**config.mk**
```make
export PLATFORM = sky130hd
export DESIGN_NAME = sram_d_arbiter
export DESIGN_NICKNAME = d
export VERILOG_FILES = /design/src/rtl/sram_arb_pkg.sv /design/src/rtl/sram_arb_rsp_fifo.sv /design/src/rtl/sram_d_arbiter.sv
export SDC_FILE = /design/constraint.sdc
export NUM_CORES = 1
export LEC_CHECK = 0
export CAP_MARGIN = 25
export CORE_AREA = 2 2 122 124
export CTS_CLUSTER_DIAMETER = 60
export DETAILED_ROUTE_END_ITERATION = 7
export DIE_AREA = 0 0 124 126
export GPL_ROUTABILITY_DRIVEN = 0
export PLACE_DENSITY = 0.67
export SETUP_SLACK_MARGIN = 0.3
export SYNTH_ARGS = -nofsm -noshare
export SYNTH_HDL_FRONTEND = slang
export SYNTH_HIERARCHICAL = 1
export SYNTH_SLANG_ARGS = --single-unit
```
**constraint.sdc**
```tcl
create_clock -name clk_i -period 4.05 [get_ports clk_i]
set_clock_uncertainty 0.15 [all_clocks]
set_input_delay 0.405 -clock clk_i [delete_from_list [all_inputs] [get_ports clk_i]]
set_output_delay 0.405 -clock clk_i [all_outputs]
set_load 0.02 [all_outputs]
```
**src/rtl/sram_arb_pkg.sv**
```systemverilog
// Shared types and default sizing for the SRAM data-port arbiter.
package sram_arb_pkg;

  typedef enum logic {
    M0 = 1'b0,
    M1 = 1'b1
  } master_id_e;

  localparam int STARVE_LIMIT = 4;
  localparam int RSP_DEPTH    = 2;

endpackage

```
**src/rtl/sram_arb_rsp_fifo.sv**
```systemverilog
// In-order tracker of granted master IDs awaiting a read/write response.
module sram_arb_rsp_fifo
  import sram_arb_pkg::*;
#(
  parameter int DEPTH = sram_arb_pkg::RSP_DEPTH
) (
  input  logic       clk_i,
  input  logic       rst_ni,
  input  logic       push_i,
  input  master_id_e push_id_i,
  input  logic       pop_i,
  output logic       full_o,
  output logic       empty_o,
  output master_id_e head_id_o
);

  localparam int PW = (DEPTH > 1) ? $clog2(DEPTH) : 1;
  localparam int CW = $clog2(DEPTH + 1);
  localparam logic [PW-1:0] PTR_LAST = PW'(DEPTH - 1);
  localparam logic [CW-1:0] CNT_FULL = CW'(DEPTH);

  master_id_e    ids_q [DEPTH];
  logic [PW-1:0] wr_ptr_q, wr_ptr_d;
  logic [PW-1:0] rd_ptr_q, rd_ptr_d;
  logic [CW-1:0] cnt_q, cnt_d;
  logic          push_en, pop_en;

  function automatic logic [PW-1:0] ptr_inc(input logic [PW-1:0] p);
    return (p == PTR_LAST) ? '0 : p + PW'(1);
  endfunction

  assign full_o    = (cnt_q == CNT_FULL);
  assign empty_o   = (cnt_q == '0);
  assign head_id_o = ids_q[rd_ptr_q];

  // A push into a full tracker is only accepted when the head leaves in the same cycle.
  assign pop_en  = pop_i && !empty_o;
  assign push_en = push_i && (!full_o || pop_en);

  always_comb begin
    wr_ptr_d = wr_ptr_q;
    rd_ptr_d = rd_ptr_q;
    cnt_d    = cnt_q;
    if (push_en) wr_ptr_d = ptr_inc(wr_ptr_q);
    if (pop_en)  rd_ptr_d = ptr_inc(rd_ptr_q);
    case ({push_en, pop_en})
      2'b10:   cnt_d = cnt_q + CW'(1);
      2'b01:   cnt_d = cnt_q - CW'(1);
      default: cnt_d = cnt_q;
    endcase
  end

  always_ff @(posedge clk_i or negedge rst_ni) begin
    if (!rst_ni) begin
      wr_ptr_q <= '0;
      rd_ptr_q <= '0;
      cnt_q    <= '0;
    end else begin
      wr_ptr_q <= wr_ptr_d;
      rd_ptr_q <= rd_ptr_d;
      cnt_q    <= cnt_d;
    end
  end

  always_ff @(posedge clk_i) begin
    if (push_en) ids_q[wr_ptr_q] <= push_id_i;
  end

endmodule

```
**src/rtl/sram_d_arbiter.sv**
```systemverilog
// Two-master OBI arbiter in front of the SRAM data port with m1 starvation guard.
module sram_d_arbiter
  import sram_arb_pkg::*;
#(
  parameter int STARVE_LIMIT = sram_arb_pkg::STARVE_LIMIT,
  parameter int RSP_DEPTH    = sram_arb_pkg::RSP_DEPTH
) (
  input  logic        clk_i,
  input  logic        rst_ni,
  input  logic        m0_req_i,
  output logic        m0_gnt_o,
  input  logic [31:0] m0_addr_i,
  input  logic        m0_we_i,
  input  logic [3:0]  m0_be_i,
  input  logic [31:0] m0_wdata_i,
  output logic        m0_rvalid_o,
  output logic [31:0] m0_rdata_o,
  input  logic        m1_req_i,
  output logic        m1_gnt_o,
  input  logic [31:0] m1_addr_i,
  input  logic        m1_we_i,
  input  logic [3:0]  m1_be_i,
  input  logic [31:0] m1_wdata_i,
  output logic        m1_rvalid_o,
  output logic [31:0] m1_rdata_o,
  output logic        s_req_o,
  input  logic        s_gnt_i,
  output logic [31:0] s_addr_o,
  output logic        s_we_o,
  output logic [3:0]  s_be_o,
  output logic [31:0] s_wdata_o,
  input  logic        s_rvalid_i,
  input  logic [31:0] s_rdata_i,
  output logic        protocol_err_o
);

  localparam int SW = $clog2(STARVE_LIMIT + 1);
  localparam logic [SW-1:0] LIMIT = SW'(STARVE_LIMIT);

  logic [SW-1:0] starve_q, starve_d;
  logic          perr_q, perr_d;
  master_id_e    winner, head_id;
  logic          win_req, handshake, pop, full, empty;

  assign winner  = (m1_req_i && (!m0_req_i || starve_q == LIMIT)) ? M1 : M0;
  assign win_req = (winner == M1) ? m1_req_i : m0_req_i;

  // Outputs are gated by rst_ni so they drop immediately on an asynchronous reset.
  assign s_req_o   = rst_ni && win_req && (!full || s_rvalid_i);
  assign handshake = s_req_o && s_gnt_i;
  assign m0_gnt_o  = handshake && (winner == M0);
  assign m1_gnt_o  = handshake && (winner == M1);

  assign s_addr_o  = (winner == M1) ? m1_addr_i  : m0_addr_i;
  assign s_we_o    = (winner == M1) ? m1_we_i    : m0_we_i;
  assign s_be_o    = (winner == M1) ? m1_be_i    : m0_be_i;
  assign s_wdata_o = (winner == M1) ? m1_wdata_i : m0_wdata_i;

  assign pop         = rst_ni && s_rvalid_i && !empty;
  assign m0_rvalid_o = pop && (head_id == M0);
  assign m1_rvalid_o = pop && (head_id == M1);
  assign m0_rdata_o  = m0_rvalid_o ? s_rdata_i : '0;
  assign m1_rdata_o  = m1_rvalid_o ? s_rdata_i : '0;

  assign protocol_err_o = perr_q;

  always_comb begin
    starve_d = starve_q;
    perr_d   = perr_q | (s_rvalid_i & empty);
    if (!m1_req_i || m1_gnt_o) begin
      starve_d = '0;
    end else if (starve_q != LIMIT) begin
      starve_d = starve_q + SW'(1);
    end
  end

  always_ff @(posedge clk_i or negedge rst_ni) begin
    if (!rst_ni) begin
      starve_q <= '0;
      perr_q   <= 1'b0;
    end else begin
      starve_q <= starve_d;
      perr_q   <= perr_d;
    end
  end

  sram_arb_rsp_fifo #(
    .DEPTH(RSP_DEPTH)
  ) u_rsp_fifo (
    .clk_i    (clk_i),
    .rst_ni   (rst_ni),
    .push_i   (handshake),
    .push_id_i(winner),
    .pop_i    (pop),
    .full_o   (full),
    .empty_o  (empty),
    .head_id_o(head_id)
  );

endmodule

```
# Word level (Yosys, flattened, before mapping)
# Memory sizes are Yosys's and may differ from the RTL's.
# Cells that the tools add are included.
[totals]
ram_bits = 2
elab_cells = 58
ff_bits = 8
mem_count = 1
output_inout_bits = 139
[op_classes]
eq_ne = 5
add_sub_neg = 5
n_reduce_logical = 23
muxes = 15
n_bitwise = 4
[mem_list]
columns = ["memory", "depth", "width", "read_ports", "rd_clocked_by_memory_dff", "wr", "line_no", "rtl"]
rows = [
  ["u_rsp_fifo.ids_q", 2, 1, 1, 0, 1, "sram_arb_rsp_fifo.sv:22", "master_id_e ids_q [DEPTH];"],
]
[op_table]
columns = ["cell", "n"]
rows = [
  ["$mux 32", 4],
  ["$logic_and 1x1->1", 12],
  ["$mux 1", 7],
  ["$mux 3", 2],
  ["$eq 2x2->1 const B", 2],
  ["$logic_not 1->1", 4],
  ["$logic_or 1x1->1", 4],
  ["$mux 4", 1],
  ["$pmux 2 s2", 1],
  ["$reduce_bool 2->1", 2],
  ["$add 3x1->3 const B", 1],
  ["$eq 3x3->1 const B", 1],
  ["$ne 3x3->1 const B", 1],
  ["$add 1x1->1 const B", 2],
  ["$add 2x1->2 const B", 1],
  ["$eq 2x1->1 const B", 1],
  ["$logic_not 2->1", 1],
  ["$not 1->1", 2],
  ["$sub 2x1->2 const B", 1],
  ["$and 1x1->1", 1],
  ["$or 1x1->1", 1],
]

# Longest topological paths before layout
# Gate-level depths: netlist (run 1).
[depth]
word_depth = 11
mapped_depth = 8
mapped_depth_nobuf = 8

# Cells and area by module
# The synthesis (run 1) kept the hierarchy.
[by_module_without_submodules]
columns = ["module", "cells_each", "area_per_inst_um2", "n_inst"]
rows = [
  ["sram_d_arbiter", 183, 1916.8, 1],
  ["sram_arb_rsp_fifo", 27, 294.0, 1],
]

# Worst setup path before layout (run 1)
# Ideal clock, no wire load.
[synth_path]
kind = "reg2out"
from = "register u_rsp_fifo.rd_ptr_q"
to = "output port m0_rdata_o[22]"
path_stages_with_launch = 5
arrival_ps = 1607
setup_slack_ps = 1888
required_ps = 3495
n_path_buf = 1
cell_sequence = "dfrtp_1 -> mux2_2 -> nor3_2 -> clkbuf_1 -> and2_1"
[synth_via]
elab_chain_len = 4
[synth_lines]
columns = ["element", "line_no", "rtl"]
rows = [
  ["start, declared", "sram_arb_rsp_fifo.sv:24", "logic [PW-1:0] rd_ptr_q, rd_ptr_d;"],
  ["start signal, assigned", "sram_arb_rsp_fifo.sv:60", "rd_ptr_q <= rd_ptr_d;"],
  ["$mem_v2 2x1", "-", ""],
  ["named net head_id", "sram_d_arbiter.sv:42", "master_id_e winner, head_id;"],
  ["$not 1->1", "sram_d_arbiter.sv:60", "assign m0_rvalid_o = pop && (head_id == M0);"],
  ["$logic_and 1x1->1", "sram_d_arbiter.sv:60", ""],
  ["named net m0_rvalid_o", "sram_d_arbiter.sv:16", "output logic m0_rvalid_o,"],
  ["$mux 32", "sram_d_arbiter.sv:62", "assign m0_rdata_o = m0_rvalid_o ? s_rdata_i : '0;"],
  ["end, declared", "sram_d_arbiter.sv:17", "output logic [31:0] m0_rdata_o,"],
]
# The timed path passes the listed nets, and every way through them passes these cells.

# Worst setup path in the final report (run 1)
[layout_path]
from = "input port m0_req_i"
to = "output port s_addr_o[3]"
[layout_via]
elab_chain_len = 5
[layout_lines]
columns = ["element", "line_no", "rtl"]
rows = [
  ["start, declared", "sram_d_arbiter.sv:10", "input logic m0_req_i,"],
  ["$logic_not 1->1", "sram_d_arbiter.sv:45", "assign winner = (m1_req_i && (!m0_req_i || starve_q == LIMIT)) ? M1 : M0;"],
  ["$logic_or 1x1->1", "sram_d_arbiter.sv:45", ""],
  ["$logic_and 1x1->1", "sram_d_arbiter.sv:45", ""],
  ["$mux 1", "sram_d_arbiter.sv:45", ""],
  ["$mux 32", "sram_d_arbiter.sv:54", "assign s_addr_o = (winner == M1) ? m1_addr_i : m0_addr_i;"],
  ["end, declared", "sram_d_arbiter.sv:28", "output logic [31:0] s_addr_o,"],
]
# No other way between the ends.

==> impl_metrics.ini, run 1 <==
[outcome]
status = finished, final reports clean

[cells_and_area]
nets = 697
syn_to_final_growth_pct = 150
antenna_cells = 0
drive_gt1_share_pct = 16.4
nFillCells = 1395

[logic_synthesis]
ys_seq_area_share_pct = 11.8
synth_seq_cells = 10
synth_common_cells = mux2_4 (68), and2_1 (64), dfrtp_1 (8), nor2_1 (8)
syn-cell-area_mm2 = 0.00221
netlist_instances = 210
synth_nets = 388
netlist-cell-type-count = 37
yosysMostFrequentCell = mux2_4
avgSynthCellArea_um2 = 10.5
ys.flop_type = dfrtp_1
yosysTopAreaCell = mux2_4
yosysWarnings = 6
synthArstFlopShare_pct = 80.0
yosys.area.top_type_share_pct = 46.2
synth_edf_count = 2
synth_top_cells_by_area = mux2_4 (46%), and2_1 (18%), dfrtp_1 (9.1%), buf_12 (5.4%), edfxtp_1 (2.7%)

[timing]
fin_ws_ns = 0.712
final.period_utilization_pct = 82.4
fin_crit_ns = 3.34
relSlewSlack_pct = 49.0
setup_tns_ns = 0
finalHoldViolCount = 0
tightest_slew_ns = 0.765
setup_violations = 0
rsz0062_at_grt = false
max_freq_ghz = 0.300
slew_violations = 0

[route]
drc = 0
avgViaCountPerCell = 3.99
drt-initial-drc-count = 48
wl_um = 12700
ant_nets = 0
drt-pass1-iter-count = 4
wl_per_cell_um = 18.0
vias = 2800

[critical_path]
critPathCaptureType = output port
cp-start-kind = input pin
cp_max_fo = 71
worstSetupPathType = input pin to output port
cp.required_ns = 3.49
cp.arrival_ns = 2.78

[cts]
cts_root_buf = clkbuf_16
cts_hold_buf = 0
clk_transition_reported_paths_ns = 0.04
clock-sinks = 10
post_cts_buffers = 0
htree_num_levels = 1
cts_tree = built
clockBufferDepth = 2
cts_buffers = 3
cts_resized = 0
clock_latency_ns = 0.23

[die]
io-pin-count = 315
die_h_um = 126
die_x_um = 124
start_util_pct = 15.4
core_mm2 = 0.0143
die_area_mm2 = 0.0156
rows = 44

[global_route]
grt_pass1_wl_um = 17400
grt_max_degree = 72
grt_pass1_vias = 2990
overflow = 0
grt_usage_pct = 14.5
antenna_found_initial = 1

[job]
drv_cap = 0

[power]
finalPower_uw = 1210
p_per_area_mw_per_mm2 = 218
irDropWorstVdd_mv = 0.133
p_leak_uw = 0.00232

[placed_design]
pre_cts_ws_ns = 0.703
io_buffer_count = 314
hpwl_um = 10600

[min_path]
hp-class = input pin to async pin
metrics by stage:
| step | util (%) | hold WS (ns) | cells | area (µm²) |
|---|---|---|---|---|
| finish | 38.6 | 0.209 | 702 | 5530 |
| global route | 38.6 | 0.221 | 702 | 5530 |
| CTS | 38.6 | 0.209 | 702 | 5530 |
| detailed placement | 38.1 | 0.304 | 698 | 5450 |
| global placement | 38.1 | 0.294 | 698 | 5450 |
| floorplan | - | -0.0406 | 210 | 2210 |
metal layers:
layer / GRT usage, % / part of all wire [%]
met1: 16.3 / 38
met2: 27.4 / 49
met3: 4.98 / 12
met4: 0.859 / 0.27
met5: 0 / 0.10
registers in the layout (all words and copies together), names as in the netlist:
name / count
protocol_err_o: 1
u_rsp_fifo/wr_ptr_q: 1
u_rsp_fifo/rd_ptr_q: 1
u_rsp_fifo/ids_q: 2
u_rsp_fifo/cnt_q: 2
starve_q: 3
cell usage in the layout, fill, tap and decap left out, drive strengths merged, types with 2 or more instances in the layout:
cell           instances
nor2                   8
mux2                  70
and3                   3
inv                    6
clkdlybuf4s50        314
clkbuf                 3
or2                    2
nor3b                  2
edfxtp                 2
nor3                   2
ha                     2
a21boi                 2
a21oi                  5
dfrtp                  8
buf                    3
xnor2                  2
and2                  64
nand2                  5
o21ai                  3
worst max-delay path, stage by stage:
cell and delay, ns:
clkdlybuf4s50_1 0.53, a21bo_4 0.27, nand2_8 0.53, mux2_4 0.28, clkdlybuf4s50_1 0.69
logic make-up after synthesis:
group / after synthesis / share of synthesized area (%)
adders and majority gates: 2 / 1.13
and+or+nand+nor: 90 / 25.6
muxes: 70 / 47.2
DFF: 10 / 11.8
xor gates and xnor gates: 3 / 1.19
AOI/OAI and AO/OA: 16 / 4.87
buffers and inverters: 19 / 8.21
where the power goes:
group          total (µW)  leakage (µW)  switching (µW)  internal (µW)
Clock                 175     0.0000385            45.7            129
Sequential            162      0.000115            31.5            131
Combinational         869       0.00217             371            498
Total                1210       0.00232             448            758
cell type report:
cell class	instances	area (µm²)	share of cell area, %
repair buffers	317	3170	57.3
flip-flops and latches	10	260	4.71
well taps	184	230	4.17
multi-input cells	181	1770	32.0
inverters	6	22.5	0.408
clock inverters	1	3.75	0.0679
clock buffers	3	75.1	1.36
final timing paths:
| check | slack, ns | end | cells after the start | startpoint |
|---|---|---|---|---|
| max | 0.71 | s_addr_o[3] | 5 | m0_req_i |
| min | 0.21 | u_rsp_fifo/wr_ptr_q | 1 | rst_ni |
| max reg2reg | 1.86 | starve_q[0] | 6 | starve_q[0] |
| min reg2reg | 0.32 | protocol_err_o | 1 | protocol_err_o |
| max in group asynchronous | 3.19 | starve_q[2] | 2 | rst_ni |
| min in group clk_i | 0.32 | protocol_err_o | 1 | protocol_err_o |
No activity file was read; power rests on OpenSTA's default activity.
==> run 2: changes to the inputs <==
- CORE_AREA: 2 2 122 124 -> 2 2 123 125
- DIE_AREA: 0 0 124 126 -> 0 0 125 127
- PLACE_DENSITY: 0.67 -> 0.69
- clock period: 4.05 -> 2.9 ns (I/O delays scaled with it)
==> run 2 against run 1 <==
  * Critical path type unchanged
  * Highest routed layer is now met4
  * Clock power up 39%
  * Setup slack worse by 0.41 ns
  * Final cell count up 3.0%
  * First-iteration DRC count up 15%
  * Critical endpoint is now m1_rdata_o[17]
  * Routed wire length down 0.48%
  * Power up 36%
  * Core utilization up 1.2 points
  * Register-to-register slack worse by 0.96 ns
==> impl_metrics.ini, run 2 (synthesis results as in run 1) <==
[route]
wl_um = 12600
drc = 0
wl_met2_um = 6460
vias = 2915
wl_per_cell_um = 17.4
met3WireLength_um = 1260
drt-pass1-iter-count = 4
wl_met1_um = 4820
avgViaCountPerCell = 4.03
drt-initial-drc-count = 55
top_layer = met4
ant_nets = 0

[timing]
fin_ws_ns = 0.305
slew_violations = 0
max_freq_ghz = 0.385
tightest_slew_ns = 0.688
fin_crit_ns = 2.59
whs_ns = 0.251
setup_tns_ns = 0
finalHoldViolCount = 0
final.period_utilization_pct = 89.5
rsz0062_at_grt = true
setup_violations = 0
relSlewSlack_pct = 54.1

[critical_path]
path_common_cell = clkdlybuf4s50_1
cp_max_fo = 33
cp.arrival_ns = 2.15
critPathTopFamily = buffers and inverters
path_cells = clkdlybuf4s50_1 > nand2_1 > nor3b_2 > buf_12 > and2_1 > clkdlybuf4s50_1
r2r_slack_ns = 0.90
critPathCaptureType = output port
worstSetupPathType = input pin to output port
crit_buf_inv = 3
cp-start-kind = input pin
cp_slowest_stage_delay_ns = 0.60
cp_slowest_cell = clkdlybuf4s50_1
cp.required_ns = 2.46

[job]
drv_cap = 0

[placed_design]
io_buffer_count = 314
placed_area_mm2 = 0.00558
pre_cts_ws_ns = 0.106
hpwl_um = 10400

[die]
die_x_um = 125
die_area_mm2 = 0.0159
core_mm2 = 0.0144
die_h_um = 127
rows = 44
start_util_pct = 15.3
io-pin-count = 315

[cells_and_area]
final_common_cell = clkdlybuf4s50_1
drive_gt1_share_pct = 21.9
largestRegisters = starve_q x3, u_rsp_fifo/cnt_q x2, u_rsp_fifo/ids_q x2
antenna_cells = 0
finish.utilization_pct = 39.8
top_register = starve_q
largest_reg_flops = 3
nFillCells = 1416
final_cell_mix = clkdlybuf4s50_1 (179), dlygate4sd2_1 (79), mux2_4 (68), and2_1 (64), clkdlybuf4s15_1 (25)
nets = 718
final_cell_area_mm2 = 0.00574
syn_to_final_growth_pct = 159

[min_path]
hp-class = input pin to async pin

[power]
p_per_area_mw_per_mm2 = 287
p_leak_uw = 0.00308
irDropWorstVdd_mv = 0.170

[global_route]
grt_max_degree = 34
grt_pass1_vias = 3091
antenna_found_initial = 0
grt_pass1_wl_um = 17800
overflow = 0
grt_usage_pct = 14.2

[cts]
htree_num_levels = 1
cts_root_buf = clkbuf_16
clk_transition_reported_paths_ns = 0.04
clockBufferDepth = 2
clock_latency_ns = 0.23
cts_hold_buf = 0
clock-sinks = 10
cts_tree = built
cts_buffers = 3

[outcome]
status = finished, final reports clean
run 2: cell count changes in the layout (fill, tap and decap cells not counted), moves of 4 or more:
cell / change
clkdlybuf4s50_1: -135
dlygate4sd2_1: +79
clkdlybuf4s15_1: +25
dlymetal6s2s_1: +20
clkbuf_2: +8
buf_4: +7
buf_6: +4
buf_8: +4
run 2: layout make-up:
class	instances	area [µm²]	area share, %
Clock inverter	1	3.75	0.0654
Tap cell	184	230	4.01
Sequential cell	10	260	4.54
Inverter	6	22.5	0.393
Multi-Input combinational cell	183	1820	31.8
Timing Repair Buffer	336	3320	57.9
Clock buffer	3	75.1	1.31
run 2: per-stage QoR:
step / total power [µW] / instances
after detailed placement: 1460 / 710
after global routing: 1740 / 723
after global placement: 1440 / 710
after floorplan: 824 / 210
after CTS: 1620 / 714
final: 1650 / 723
run 2: worst register-to-register path, cell delays in order, from the launching register on:
cell	delay, ns
dfrtp_1	0.43
inv_1	0.09
nor2_1	0.09
nor2b_1	0.20
or2_2	0.16
inv_1	0.14
nand2b_1	0.21
or2_2	0.28
a22oi_1	0.16
run 2: final timing paths:
kind                                            end  cells after the start                 from
max in group asynchronous               starve_q[2]                      2               rst_ni
min in group clk_i                   protocol_err_o                      1       protocol_err_o
worst max-delay path                 m1_rdata_o[17]                      6           s_rvalid_i
worst max register to register  u_rsp_fifo/cnt_q[0]                      8  u_rsp_fifo/cnt_q[1]
worst min register to register       protocol_err_o                      1       protocol_err_o
worst min-delay path                    starve_q[1]                      2               rst_ni
run 2: timing repair:
item                       4_1_cts  5_1_grt
pin swaps                        0        1
cloned                           0        3
buffers inserted                 0        6
resized for setup              122       76
setup endpoints to repair      115       84
run 2: power breakdown:
group          internal [µW]  switching [µW]  total, µW  leakage [µW]
clock network            181            63.0        244     0.0000385
registers                182            43.8        226      0.000115
logic                    651             525       1180       0.00293
run 2: metal layers:
layer	up-vias	track usage, %
met1	1321	15.5
met5	-	0
met4	0	1.57
li1	1388	-
met3	7	5.36
met2	199	27.0
